===== config.mk =====
export PLATFORM = sky130hd
export DESIGN_NAME = link_control
export DESIGN_NICKNAME = d
export VERILOG_FILES = /design/src/rtl/link_control.sv
export SDC_FILE = /design/constraint.sdc
export NUM_CORES = 1
export LEC_CHECK = 0
export BUFFER_PORTS_ARGS = -buffer_cell sky130_fd_sc_hd__buf_2
export CORE_ASPECT_RATIO = 1.25
export CORE_MARGIN = 2
export CORE_UTILIZATION = 56
export CTS_CLUSTER_SIZE = 12
export DETAILED_ROUTE_END_ITERATION = 10
export PLACE_DENSITY = 0.78
export SYNTH_ARGS = -nofsm -noshare
export SYNTH_HDL_FRONTEND = slang
export SYNTH_SLANG_ARGS = --single-unit

===== constraint.sdc =====
create_clock -name clock -period 2.82 [get_ports clock]
set_input_delay 0.141 -clock clock [delete_from_list [all_inputs] [get_ports clock]]
set_output_delay 0.141 -clock clock [all_outputs]
set_load 0.01 [all_outputs]

===== src/rtl/link_control.sv =====
// link_control
//   Sequences one player-character update per FRAMES_PER_UPDATE video frames:
//   INIT -> IDLE -> REG -> COLL (COLL_WAIT cycles) -> APPLY -> MAP -> LINK -> IDLE.
//   MAP and LINK each give up after TIMEOUT cycles and return to IDLE.
//
// Ports
//   clock, reset           system clock, synchronous active-high reset
//   enable                 game running; no new update starts while low
//   frame_tick             one-cycle pulse per video frame
//   map_done, draw_done    completion from background / character drawers
//   init, idle, reg_action, apply_action, draw_map, draw
//                          one-hot decode of the state register
//   busy                   high in every state except IDLE
//   timeout_err            sticky: MAP or LINK timed out
//   overrun                sticky: frame_tick arrived while busy
//   state_o, frame_div_o   debug view of the state register and frame divider
//
// Handshake: each strobe (draw_map, draw) is a request held high for as long
// as the FSM sits in the matching state; the matching done input is the
// acknowledgement and is sampled only in that state. A done seen at edge N
// drops the request at N. Done levels present outside their state are ignored.
module link_control #(
    parameter int FRAMES_PER_UPDATE = 2,
    parameter int COLL_WAIT         = 2,
    parameter int TIMEOUT           = 100000
) (
    input  logic       clock,
    input  logic       reset,
    input  logic       enable,
    input  logic       frame_tick,
    input  logic       map_done,
    input  logic       draw_done,
    output logic       init,
    output logic       idle,
    output logic       reg_action,
    output logic       apply_action,
    output logic       draw_map,
    output logic       draw,
    output logic       busy,
    output logic       timeout_err,
    output logic       overrun,
    output logic [2:0] state_o,
    output logic [7:0] frame_div_o
);

    typedef enum logic [2:0] {
        S_INIT  = 3'd0,
        S_IDLE  = 3'd1,
        S_REG   = 3'd2,
        S_COLL  = 3'd3,
        S_APPLY = 3'd4,
        S_MAP   = 3'd5,
        S_LINK  = 3'd6
    } state_t;

    localparam logic [7:0]  FDIV_LAST = 8'(FRAMES_PER_UPDATE - 1);
    localparam logic [3:0]  COLL_LAST = 4'(COLL_WAIT - 1);
    localparam logic [16:0] WAIT_LAST = 17'(TIMEOUT - 1);

    state_t      state_q, state_d;
    logic [7:0]  frame_div_q, frame_div_d;
    logic [3:0]  coll_cnt_q, coll_cnt_d;
    logic [16:0] wait_cnt_q, wait_cnt_d;
    logic        timeout_err_q, timeout_err_d;
    logic        overrun_q, overrun_d;

    logic        update_start;
    logic        timeout_hit;

    // A tick only counts when idle and enabled; ticks in any busy state are dropped.
    assign update_start = (state_q == S_IDLE) && frame_tick && enable
                          && (frame_div_q == FDIV_LAST);

    // Done wins over timeout when both land on the same edge.
    assign timeout_hit = (wait_cnt_q == WAIT_LAST)
                         && (((state_q == S_MAP) && !map_done)
                          || ((state_q == S_LINK) && !draw_done));

    // State register
    always_ff @(posedge clock) begin
        if (reset) begin
            state_q <= S_INIT;
        end else begin
            state_q <= state_d;
        end
    end

    // Next-state logic
    always_comb begin
        state_d = state_q;
        case (state_q)
            S_INIT:  state_d = S_IDLE;
            S_IDLE:  if (update_start) state_d = S_REG;
            S_REG:   state_d = S_COLL;
            S_COLL:  if (coll_cnt_q == COLL_LAST) state_d = S_APPLY;
            S_APPLY: state_d = S_MAP;
            S_MAP: begin
                if (map_done)         state_d = S_LINK;
                else if (timeout_hit) state_d = S_IDLE;
            end
            S_LINK: begin
                if (draw_done)        state_d = S_IDLE;
                else if (timeout_hit) state_d = S_IDLE;
            end
            default: state_d = S_INIT;
        endcase
    end

    // Output decode. COLL keeps reg_action asserted so that exactly one strobe
    // is high in every state; the command latch simply reloads the same command
    // while the collision detector settles.
    always_comb begin
        init         = 1'b0;
        idle         = 1'b0;
        reg_action   = 1'b0;
        apply_action = 1'b0;
        draw_map     = 1'b0;
        draw         = 1'b0;
        case (state_q)
            S_INIT:  init         = 1'b1;
            S_IDLE:  idle         = 1'b1;
            S_REG:   reg_action   = 1'b1;
            S_COLL:  reg_action   = 1'b1;
            S_APPLY: apply_action = 1'b1;
            S_MAP:   draw_map     = 1'b1;
            S_LINK:  draw         = 1'b1;
            default: init         = 1'b1;
        endcase
        busy        = (state_q != S_IDLE);
        timeout_err = timeout_err_q;
        overrun     = overrun_q;
        state_o     = state_q;
        frame_div_o = frame_div_q;
    end

    // Counters and sticky flags
    always_comb begin
        frame_div_d   = frame_div_q;
        coll_cnt_d    = 4'd0;
        wait_cnt_d    = 17'd0;
        timeout_err_d = timeout_err_q | timeout_hit;
        overrun_d     = overrun_q;

        if ((state_q == S_IDLE) && frame_tick && enable) begin
            frame_div_d = (frame_div_q == FDIV_LAST) ? 8'd0 : frame_div_q + 8'd1;
        end

        if (frame_tick && (state_q != S_IDLE) && (state_q != S_INIT)) begin
            overrun_d = 1'b1;
        end

        if ((state_q == S_COLL) && (state_d == S_COLL)) begin
            coll_cnt_d = coll_cnt_q + 4'd1;
        end

        // wait_cnt restarts on every state change, so it is zero on entry to MAP and LINK.
        if (((state_q == S_MAP) || (state_q == S_LINK)) && (state_d == state_q)) begin
            wait_cnt_d = wait_cnt_q + 17'd1;
        end
    end

    always_ff @(posedge clock) begin
        if (reset) begin
            frame_div_q   <= 8'd0;
            coll_cnt_q    <= 4'd0;
            wait_cnt_q    <= 17'd0;
            timeout_err_q <= 1'b0;
            overrun_q     <= 1'b0;
        end else begin
            frame_div_q   <= frame_div_d;
            coll_cnt_q    <= coll_cnt_d;
            wait_cnt_q    <= wait_cnt_d;
            timeout_err_q <= timeout_err_d;
            overrun_q     <= overrun_d;
        end
    end

endmodule


==> flow_summary.ini, run 1 <==
[cts]
ctsResizeCount = 0
htree_levels = 2
cts_buffer_depth = 2
clock-sinks = 34
cts_tree = done
clockRootBuffer = clkbuf_8
cts_made_buffers = 5
clk_latency_ns = 0.28
ctsHoldBuffers = 0
cts_setup_buffers = 0
path_clk_slew_ns = 0.06

[global_routing]
grt_pass1_wl_um = 5690
grt_overflow = 0
gr-usage-all-layers = 0.215
grt_max_degree = 18
grt_pass1_vias = 1358
antenna_found_initial = 0

[route]
drt-total-wl_um = 3450
drc = 0
wire_per_inst_um = 12.9
dr.pass1.iters = 4
postRouteAntennaNets = 0
route.vias.total = 1494
drt-initial-drc-count = 27
vias_per_cell = 5.60

[synth]
postSynthCellCount = 203
ys_seq_area_frac = 0.379
avgSynthCellArea_um2 = 8.85
synth_edf_count = 0
ys_warn_count = 0
ys_types = 40
synthArstFlopShare = 0
ys_seq_elements = 34
synthFlopType = dfxtp_1
syn_area_um2 = 1800
syn-num-nets = 214

[timing]
hold_violations = 0
setup_tns_ns = 0
worst_pin_slew_ns = 0.606
slew_headroom = 0.595
period_share = 0.842
whs_ns = 0.0992
slew_violations = 0
period_needed_ns = 2.38
fin_skew_ns = 0.00263
rsz0062_at_grt = no
max_freq_mhz = 421
finalSetupViolations = 0

[critical_path]
worstSetupPathType = reg -> reg
cp.arrival_ns = 2.54
path_buf_inv = 1
cp_max_fo = 17
path_cells = or3b_1 -> or4_4 -> a211oi_4 -> buf_4 -> nor3b_1
slowest_stage = or4_4
crit_family = simple AND/OR/NAND/NOR gates
cp-end-kind = flop
max_stage_delay_ns = 0.63
worst-endpoint-required_ns = 2.99
start_kind = flop

[finish]
area_growth_pct = 13.2
fin_nets = 240
drive_gt1_frac = 0.213
post-route-util = 0.648
diodes = 0

[pwr]
vdd_drop_max_mv = 0.346
power_density_nw_per_um2 = 437
power_mw = 0.888
static-leakage-power_nw = 0.751

[die]
die_w_um = 54.7
fp.coreArea_um2 = 3140
die_h_um = 67.3
initial_utilization = 0.573
io_pins = 26
num_rows = 23
die_area_um2 = 3680

[placed_design]
port_buffers = 25
dp_hpwl_um = 2490
globalplace.congestion = 0.786

[run_status]
status = finished, final reports clean

[flow_run]
drv_cap = 0

[min_path]
hp-class = in -> reg
power by group:
part	internal, mW	leakage (nW)	switching [mW]
logic	0.0177	0.428	0.0264
registers	0.483	0.274	0.00302
clock network	0.196	0.0482	0.162
total	0.697	0.751	0.192
flip-flops by register name, summed over array words and instances, names as in the netlist:
name / count
state_o: 3
wait_cnt_q: 17
coll_cnt_q: 4
frame_div_o: 8
timeout_err: 1
overrun: 1
cells in the final DEF, fill, tap and decap left out, drive strengths merged, types with 3 or more instances in the layout:
cell type / count
nand3: 9
nor3b: 4
nand4: 7
nand2: 15
nor2b: 3
o21ai: 8
ha: 5
dfxtp: 34
o21a: 3
nor3: 14
xnor2: 9
or3: 6
xor2: 11
a21oi: 5
and3: 4
inv: 7
nor2: 17
nor4: 4
buf: 29
and2: 4
clkbuf: 7
a211oi: 5
worst reg2reg max path, cell delays in order, from the launching register on:
cell,delay [ns]
dfxtp_1,0.43
or3b_1,0.60
or4_4,0.64
a211oi_4,0.21
buf_4,0.29
nor3b_1,0.09
area by class of cell:
cell class                      count  area, µm²
Fill cell                         277       1100
Multi-Input combinational cell    152       1030
Sequential cell                    34        681
Timing Repair Buffer               29        155
Clock buffer                        7       86.3
Tap cell                           37       46.3
Inverter                            7       26.3
Clock inverter                      1       5.00
worst paths after layout:
check	startpoint	end	slack, ns	depth (start not counted)
max	state_o[1]	wait_cnt_q[1]	0.44	5
min reg2reg	overrun	overrun	0.44	2
max reg2reg	state_o[1]	wait_cnt_q[1]	0.44	5
min	reset	overrun	0.1	2
metal layers:
metal,vias to the layer above,global-route usage,wire length [µm]
li1,783,-,-
met1,678,0.253,1610
met2,26,0.351,1620
met3,7,0.0664,148
met4,0,0.0938,71
met5,-,0,0
through the flow:
step | cells | cell area (µm²) | setup WS [ns]
6_report | 267 | 2030 | 0.445
2_1_floorplan | 203 | 1800 | 0.516
3_3_place_gp | 259 | 1940 | 0.505
3_5_place_dp | 259 | 1940 | 0.451
5_1_grt | 267 | 2030 | 0.330
4_1_cts | 267 | 2030 | 0.443
synth_stat cells, types with 5 or more instances:
cell      instances  area (µm²)
a21oi_1           5        25.0
clkbuf_1          8        30.0
dfxtp_1          34         681
ha_1              5        62.6
inv_1             7        26.3
nand2_1          15        56.3
nand3_1           9        45.0
nand4_1           7        43.8
nor2_1           17        63.8
nor3_2           10         100
o21ai_0           8        40.0
or3_1             6        37.5
xnor2_1           9        78.8
xor2_1           11        96.3
kinds of logic after synthesis:
logic type,Yosys count,synth area share
AOI/OAI and AO/OA,29,0.115
buffers and inverters,17,0.0460
and+or+nand+nor,98,0.328
xor gates and xnor gates,20,0.0975
adders and majority gates,5,0.0348
DFF,34,0.379
Power figures use the tool's default switching activity.
==> inputs of run 2 (changes only) <==
--- a/config.mk
+++ b/config.mk
@@ -8,10 +8,10 @@
 export BUFFER_PORTS_ARGS = -buffer_cell sky130_fd_sc_hd__buf_2
 export CORE_ASPECT_RATIO = 1.25
 export CORE_MARGIN = 2
-export CORE_UTILIZATION = 56
+export CORE_UTILIZATION = 51
 export CTS_CLUSTER_SIZE = 12
 export DETAILED_ROUTE_END_ITERATION = 10
-export PLACE_DENSITY = 0.78
+export PLACE_DENSITY = 0.75
 export SYNTH_ARGS = -nofsm -noshare
 export SYNTH_HDL_FRONTEND = slang
 export SYNTH_SLANG_ARGS = --single-unit
==> constraint.sdc (replaced) <==
create_clock -name clock -period 1.9 [get_ports clock]
set_input_delay 0.095 -clock clock [delete_from_list [all_inputs] [get_ports clock]]
set_output_delay 0.095 -clock clock [all_outputs]
set_load 0.01 [all_outputs]
==> run 2 against run 1 <==
  * Non-clock buffer count is 19 higher
  * Largest cell class unchanged
  * Sequential cell count stayed put
  * Routed wire length increased by 11%
  * Clock power is 45% higher
  * Sequential share of layout area is 2.5 points lower
  * Critical path type unchanged
  * Power up 49%
  * Final cell count grew 7.9%
  * Largest power group unchanged
  * Combinational power up 88%
  * The run now ends with setup timing left
  * Cell area is 9.4% higher
  * Die area grew 9.1%
  * Global-route usage is 0.065 points lower
  * Via count increased by 8.8%
==> flow_summary.ini, run 2 (same netlist as run 1, synthesis figures left out) <==
[finish]
fill_cells = 281
diodes = 0
fin_nets = 259
final_cell_mix = 32 x dfxtp_1, 25 x buf_2, 20 x buf_4
seq_area_um2 = 688
largest_register_ffs = 17
final_common_cell = dfxtp_1
area_growth_pct = 23.8
drive_gt1_frac = 0.297
multi_input_area_um2 = 1070
regMostFlops = wait_cnt_q

[cts]
ctsHoldBuffers = 0
cts_tree = done
clockRootBuffer = clkbuf_8
cts_buffer_depth = 2
htree_levels = 2
cts_made_buffers = 5
clk_latency_ns = 0.30
clock-sinks = 34
path_clk_slew_ns = 0.08

[timing]
hold_violations = 0
rsz0062_at_grt = yes
layout_setup_ws_ns = -0.139
slew_violations = 0
max_freq_mhz = 490
fin_skew_ns = 0.0134
slew_headroom = 0.610
period_share = 1.07
finalSetupViolations = 25
worst_pin_slew_ns = 0.583
whs_ns = 0.0624
period_needed_ns = 2.04
setup_tns_ns = -2.29

[critical_path]
worstSetupPathType = reg -> reg
reg2reg_slack_ns = -0.14
worst-endpoint-required_ns = 2.08
start_kind = flop
cp-end-kind = flop
cp_max_fo = 8
cp.arrival_ns = 2.22

[die]
initial_utilization = 0.525
num_rows = 24
fp.coreArea_um2 = 3420
io_pins = 26
die_area_um2 = 4020
die_w_um = 57.1
die_h_um = 70.4

[placed_design]
dp_hpwl_um = 2660
globalplace.congestion = 0.863
port_buffers = 25

[global_routing]
antenna_found_initial = 0
grt_pass1_vias = 1553
grt_max_degree = 18
grt_pass1_wl_um = 6750
grt_overflow = 0
gr-usage-all-layers = 0.215

[run_status]
violations = setup timing
status = finished, violations left

[flow_run]
drv_cap = 0

[pwr]
power_density_nw_per_um2 = 593
static-leakage-power_nw = 0.849
vdd_drop_max_mv = 0.403

[route]
route.vias.total = 1626
drt-initial-drc-count = 56
dr.pass1.iters = 4
wire_per_inst_um = 13.3
vias_per_cell = 5.65
postRouteAntennaNets = 0
drc = 0
drt-total-wl_um = 3840

[min_path]
hp-class = in -> reg
==> run 2: cell count changes in the layout (fill, tap and decap cells not counted), moves of 2 or more <==
cell | before | now
dfxtp_1 | 34 | 32
buf_4 | 4 | 20
dfxtp_4 | 0 | 2
buf_6 | 0 | 3
==> run 2: area by class of cell <==
cell class | instances | area share
multi-input combinational | 152 | 0.481
sequential | 34 | 0.309
timing repair buffer | 48 | 0.139
clock buffer | 6 | 0.0326
tap | 39 | 0.0219
inverter | 7 | 0.0118
clock inverter | 2 | 0.00450
==> run 2: final timing paths <==
path | end | from | cells past startpoint
setup / recovery | wait_cnt_q[12] | frame_div_o[1] | 7
hold / removal | overrun | reset | 2
setup reg to reg | wait_cnt_q[12] | frame_div_o[1] | 7
hold reg to reg | overrun | overrun | 2
==> run 2: metal layers <==
metal | vias to the layer above | track usage | share of wire
met5 | - | 0 | 0
met2 | 36 | 0.360 | 0.50
li1 | 818 | - | -
met4 | 0 | 0.0956 | 0.018
met1 | 766 | 0.253 | 0.44
met3 | 6 | 0.0537 | 0.041
==> run 2: stage by stage <==
step / utilization / power [mW] / worst slack, ns / cells / area [µm²]
3_5_place_dp: 0.611 / 0.810 / -0.192 / 278 / 2090
4_1_cts: 0.653 / 1.34 / -0.193 / 289 / 2240
5_1_grt: 0.650 / 1.37 / -0.213 / 288 / 2220
3_3_place_gp: 0.611 / 0.809 / -0.141 / 278 / 2090
6_report: 0.650 / 1.32 / -0.139 / 288 / 2220
2_1_floorplan: - / 0.779 / -0.271 / 203 / 1800
==> run 2: report_power, final <==
| group | internal, mW | total (mW) | switching [mW] |
|---|---|---|---|
| clock | 0.254 | 0.520 | 0.266 |
| sequential | 0.714 | 0.717 | 0.00249 |
| combinational | 0.0362 | 0.0828 | 0.0466 |
==> run 2: repair_timing <==
action / 4_1_cts / 5_1_grt
gates cloned: 1 / 0
pin swaps: 2 / 4
gates resized for setup: 5 / 5
setup endpoints to repair: 25 / 25
setup buffers: 2 / 1
==> run 2: critical path: stages (launching register included) <==
cell and delay [ns]:
dfxtp_4 0.34, inv_2 0.06, ha_4 0.11, or4b_4 0.45, or4_4 0.45, a211oi_4 0.27, buf_6 0.20, nor3_2 0.05
==> inputs of run 3 (changes only) <==
--- a/config.mk
+++ b/config.mk
@@ -5,6 +5,7 @@
 export SDC_FILE = /design/constraint.sdc
 export NUM_CORES = 1
 export LEC_CHECK = 0
+export ABC_AREA = 1
 export BUFFER_PORTS_ARGS = -buffer_cell sky130_fd_sc_hd__buf_2
 export CORE_ASPECT_RATIO = 1.25
 export CORE_MARGIN = 2
==> run 3 against run 2 <==
  * The flow now finishes without violations
  * Sequential share of layout area grew 0.65 points
  * Worst hold slack better by 0.0016 ns
  * Highest routed layer unchanged
  * Clock skew fell by 0.0098 ns
  * Via count shrank 1.3%
  * Clock-buffer cell count rose by 1
  * Power grew 0.77%
  * Final cell count rose by 6.6%
  * Critical endpoint is now wait_cnt_q[2]
  * Clock power increased by 5.4%
==> flow_summary.ini, run 3 <==
[global_routing]
grt_overflow = 0
grt_pass1_wl_um = 6170
grt_max_degree = 18
antenna_found_initial = 0
gr-usage-all-layers = 0.195
grt_pass1_vias = 1502

[cts]
htree_levels = 2
cts_buffer_depth = 2
clockRootBuffer = clkbuf_8
clock-sinks = 34
ctsHoldBuffers = 0
clk_latency_ns = 0.29
cts_made_buffers = 5
cts_tree = done
path_clk_slew_ns = 0.07

[die]
num_rows = 24
io_pins = 26
die_h_um = 70.3
die_w_um = 57.1
fp.coreArea_um2 = 3420
die_area_um2 = 4010
initial_utilization = 0.524

[placed_design]
globalplace.congestion = 0.872
dp_hpwl_um = 2650
port_buffers = 25
placedCellCount = 295

[critical_path]
max_stage_delay_ns = 0.35
path_cells = ha_2 -> nand2_1 -> nor2_1 -> nand2_1 -> nor2_2 -> nand3_2 -> a21oi_2 -> nand3_1 -> nand2_2 -> buf_12 -> nor3_1
cp.arrival_ns = 1.93
start_kind = flop
worst-endpoint-required_ns = 2.08
worstSetupPathType = reg -> reg
slowest_stage = dfxtp_2
crit_family = simple AND/OR/NAND/NOR gates
ff2ff_path_depth = 11
cp-end-kind = flop
path_buf_inv = 1
path_common_cell = nand2_1
crit_cells = 11
cp_max_fo = 17

[synth]
ys_warn_count = 0
synthTopCellsByArea = dfxtp_1 38%, inv_1 6.5%, nand2_1 6.1%, nor3_2 5.6%, nor2_1 5.4%
ys_seq_area_frac = 0.379
ys_top_cells_by_count = 34 x dfxtp_1, 31 x inv_1, 29 x nand2_1, 26 x nor2_1, 14 x nor3_1
synth.most_common_cell = dfxtp_1
ys_types = 27
ys_seq_elements = 34
syn_area_um2 = 1790
avgSynthCellArea_um2 = 7.84
syn-num-nets = 240
synth_edf_count = 0
synthFlopType = dfxtp_1
postSynthCellCount = 229
synthArstFlopShare = 0
synth_top_area_share = 0.379
synth_area_leader_cell = dfxtp_1

[finish]
diodes = 0
fin_cells = 307
fin_nets = 278
fill_cells = 302
final_cell_mix = 32 x dfxtp_1, 31 x inv_1, 28 x nand2_1
final_common_cell = dfxtp_1
drive_gt1_frac = 0.299
area_growth_pct = 20.6
regMostFlops = wait_cnt_q
largest_register_ffs = 17
post-route-util = 0.632

[route]
drt-initial-drc-count = 109
vias_per_cell = 5.23
route.vias.total = 1605
postRouteAntennaNets = 0
dr.pass1.iters = 4
wire_per_inst_um = 12.4
drc = 0
drt-total-wl_um = 3800

[timing]
period_needed_ns = 1.75
slew_violations = 0
finalSetupViolations = 0
period_share = 0.923
slew_headroom = 0.755
fin_skew_ns = 0.00366
max_freq_mhz = 570
worst_pin_slew_ns = 0.364
setup_tns_ns = 0
hold_violations = 0

[min_path]
min_delay_path_depth = 2
hp-class = in -> reg

[run_status]
status = finished, final reports clean

[pwr]
p_seq_frac = 0.543
power_mw = 1.33
vdd_drop_max_mv = 0.712
static-leakage-power_nw = 0.885
power_density_nw_per_um2 = 615
switching_power_mw = 0.301
clkPwrFrac = 0.412
netSwitchingFraction = 0.227
comb_power_share = 0.045
power.internal_mw = 1.03

[flow_run]
drv_cap = 0
[run 3: cell type report]
type                            instances  area (µm²)  area share
Inverter                               34         130      0.0602
Clock inverter                          1        5.00     0.00231
Timing Repair Buffer                   32         190      0.0879
Tap cell                               39        48.8      0.0226
Sequential cell                        34         683       0.316
Clock buffer                            7        86.3      0.0399
Multi-Input combinational cell        160        1020       0.471
[run 3: final timing paths]
kind	from	to	slack [ns]
max	wait_cnt_q[0]	wait_cnt_q[2]	0.15
max reg2reg	wait_cnt_q[0]	wait_cnt_q[2]	0.15
min reg2reg	wait_cnt_q[0]	wait_cnt_q[0]	0.43
min	reset	state_o[0]	0.06
[run 3: through the flow]
step | area, µm² | hold slack, ns | worst slack, ns
global route | 2160 | 0.0609 | -0.00949
CTS | 2080 | 0.0539 | 0.0759
floorplan | 1790 | 0.164 | 0.179
finish | 2160 | 0.0640 | 0.147
global placement | 1990 | 0.361 | 0.162
detailed placement | 1990 | 0.361 | 0.0887
[run 3: layer usage]
metal / GRT usage / routed length, µm / up-vias
met5: 0 / 0 / -
met4: 0.0749 / 63 / 0
met3: 0.0741 / 225 / 9
met2: 0.332 / 1900 / 43
met1: 0.217 / 1610 / 727
li1: - / - / 826
[run 3: repair_timing]
item | in CTS | in global routing
setup endpoints to repair | 0 | 18
setup buffers | 0 | 3
gates resized for setup | 0 | 13
[run 3: kinds of logic after synthesis]
logic type	synth area share
DFF	0.379
AOI/OAI and AO/OA	0.0502
adders and majority gates	0.0349
xor gates and xnor gates	0.0830
buffers and inverters	0.0837
and+or+nand+nor	0.369
[run 3: power groups by stage]
stage,sequential [mW],combinational (mW),clock [mW]
after floorplan,0.738,0.0343,0
after global placement,0.737,0.0558,0
after CTS,0.721,0.0566,0.563
final,0.722,0.0601,0.548
after global routing,0.722,0.0666,0.595
after detailed placement,0.737,0.0563,0
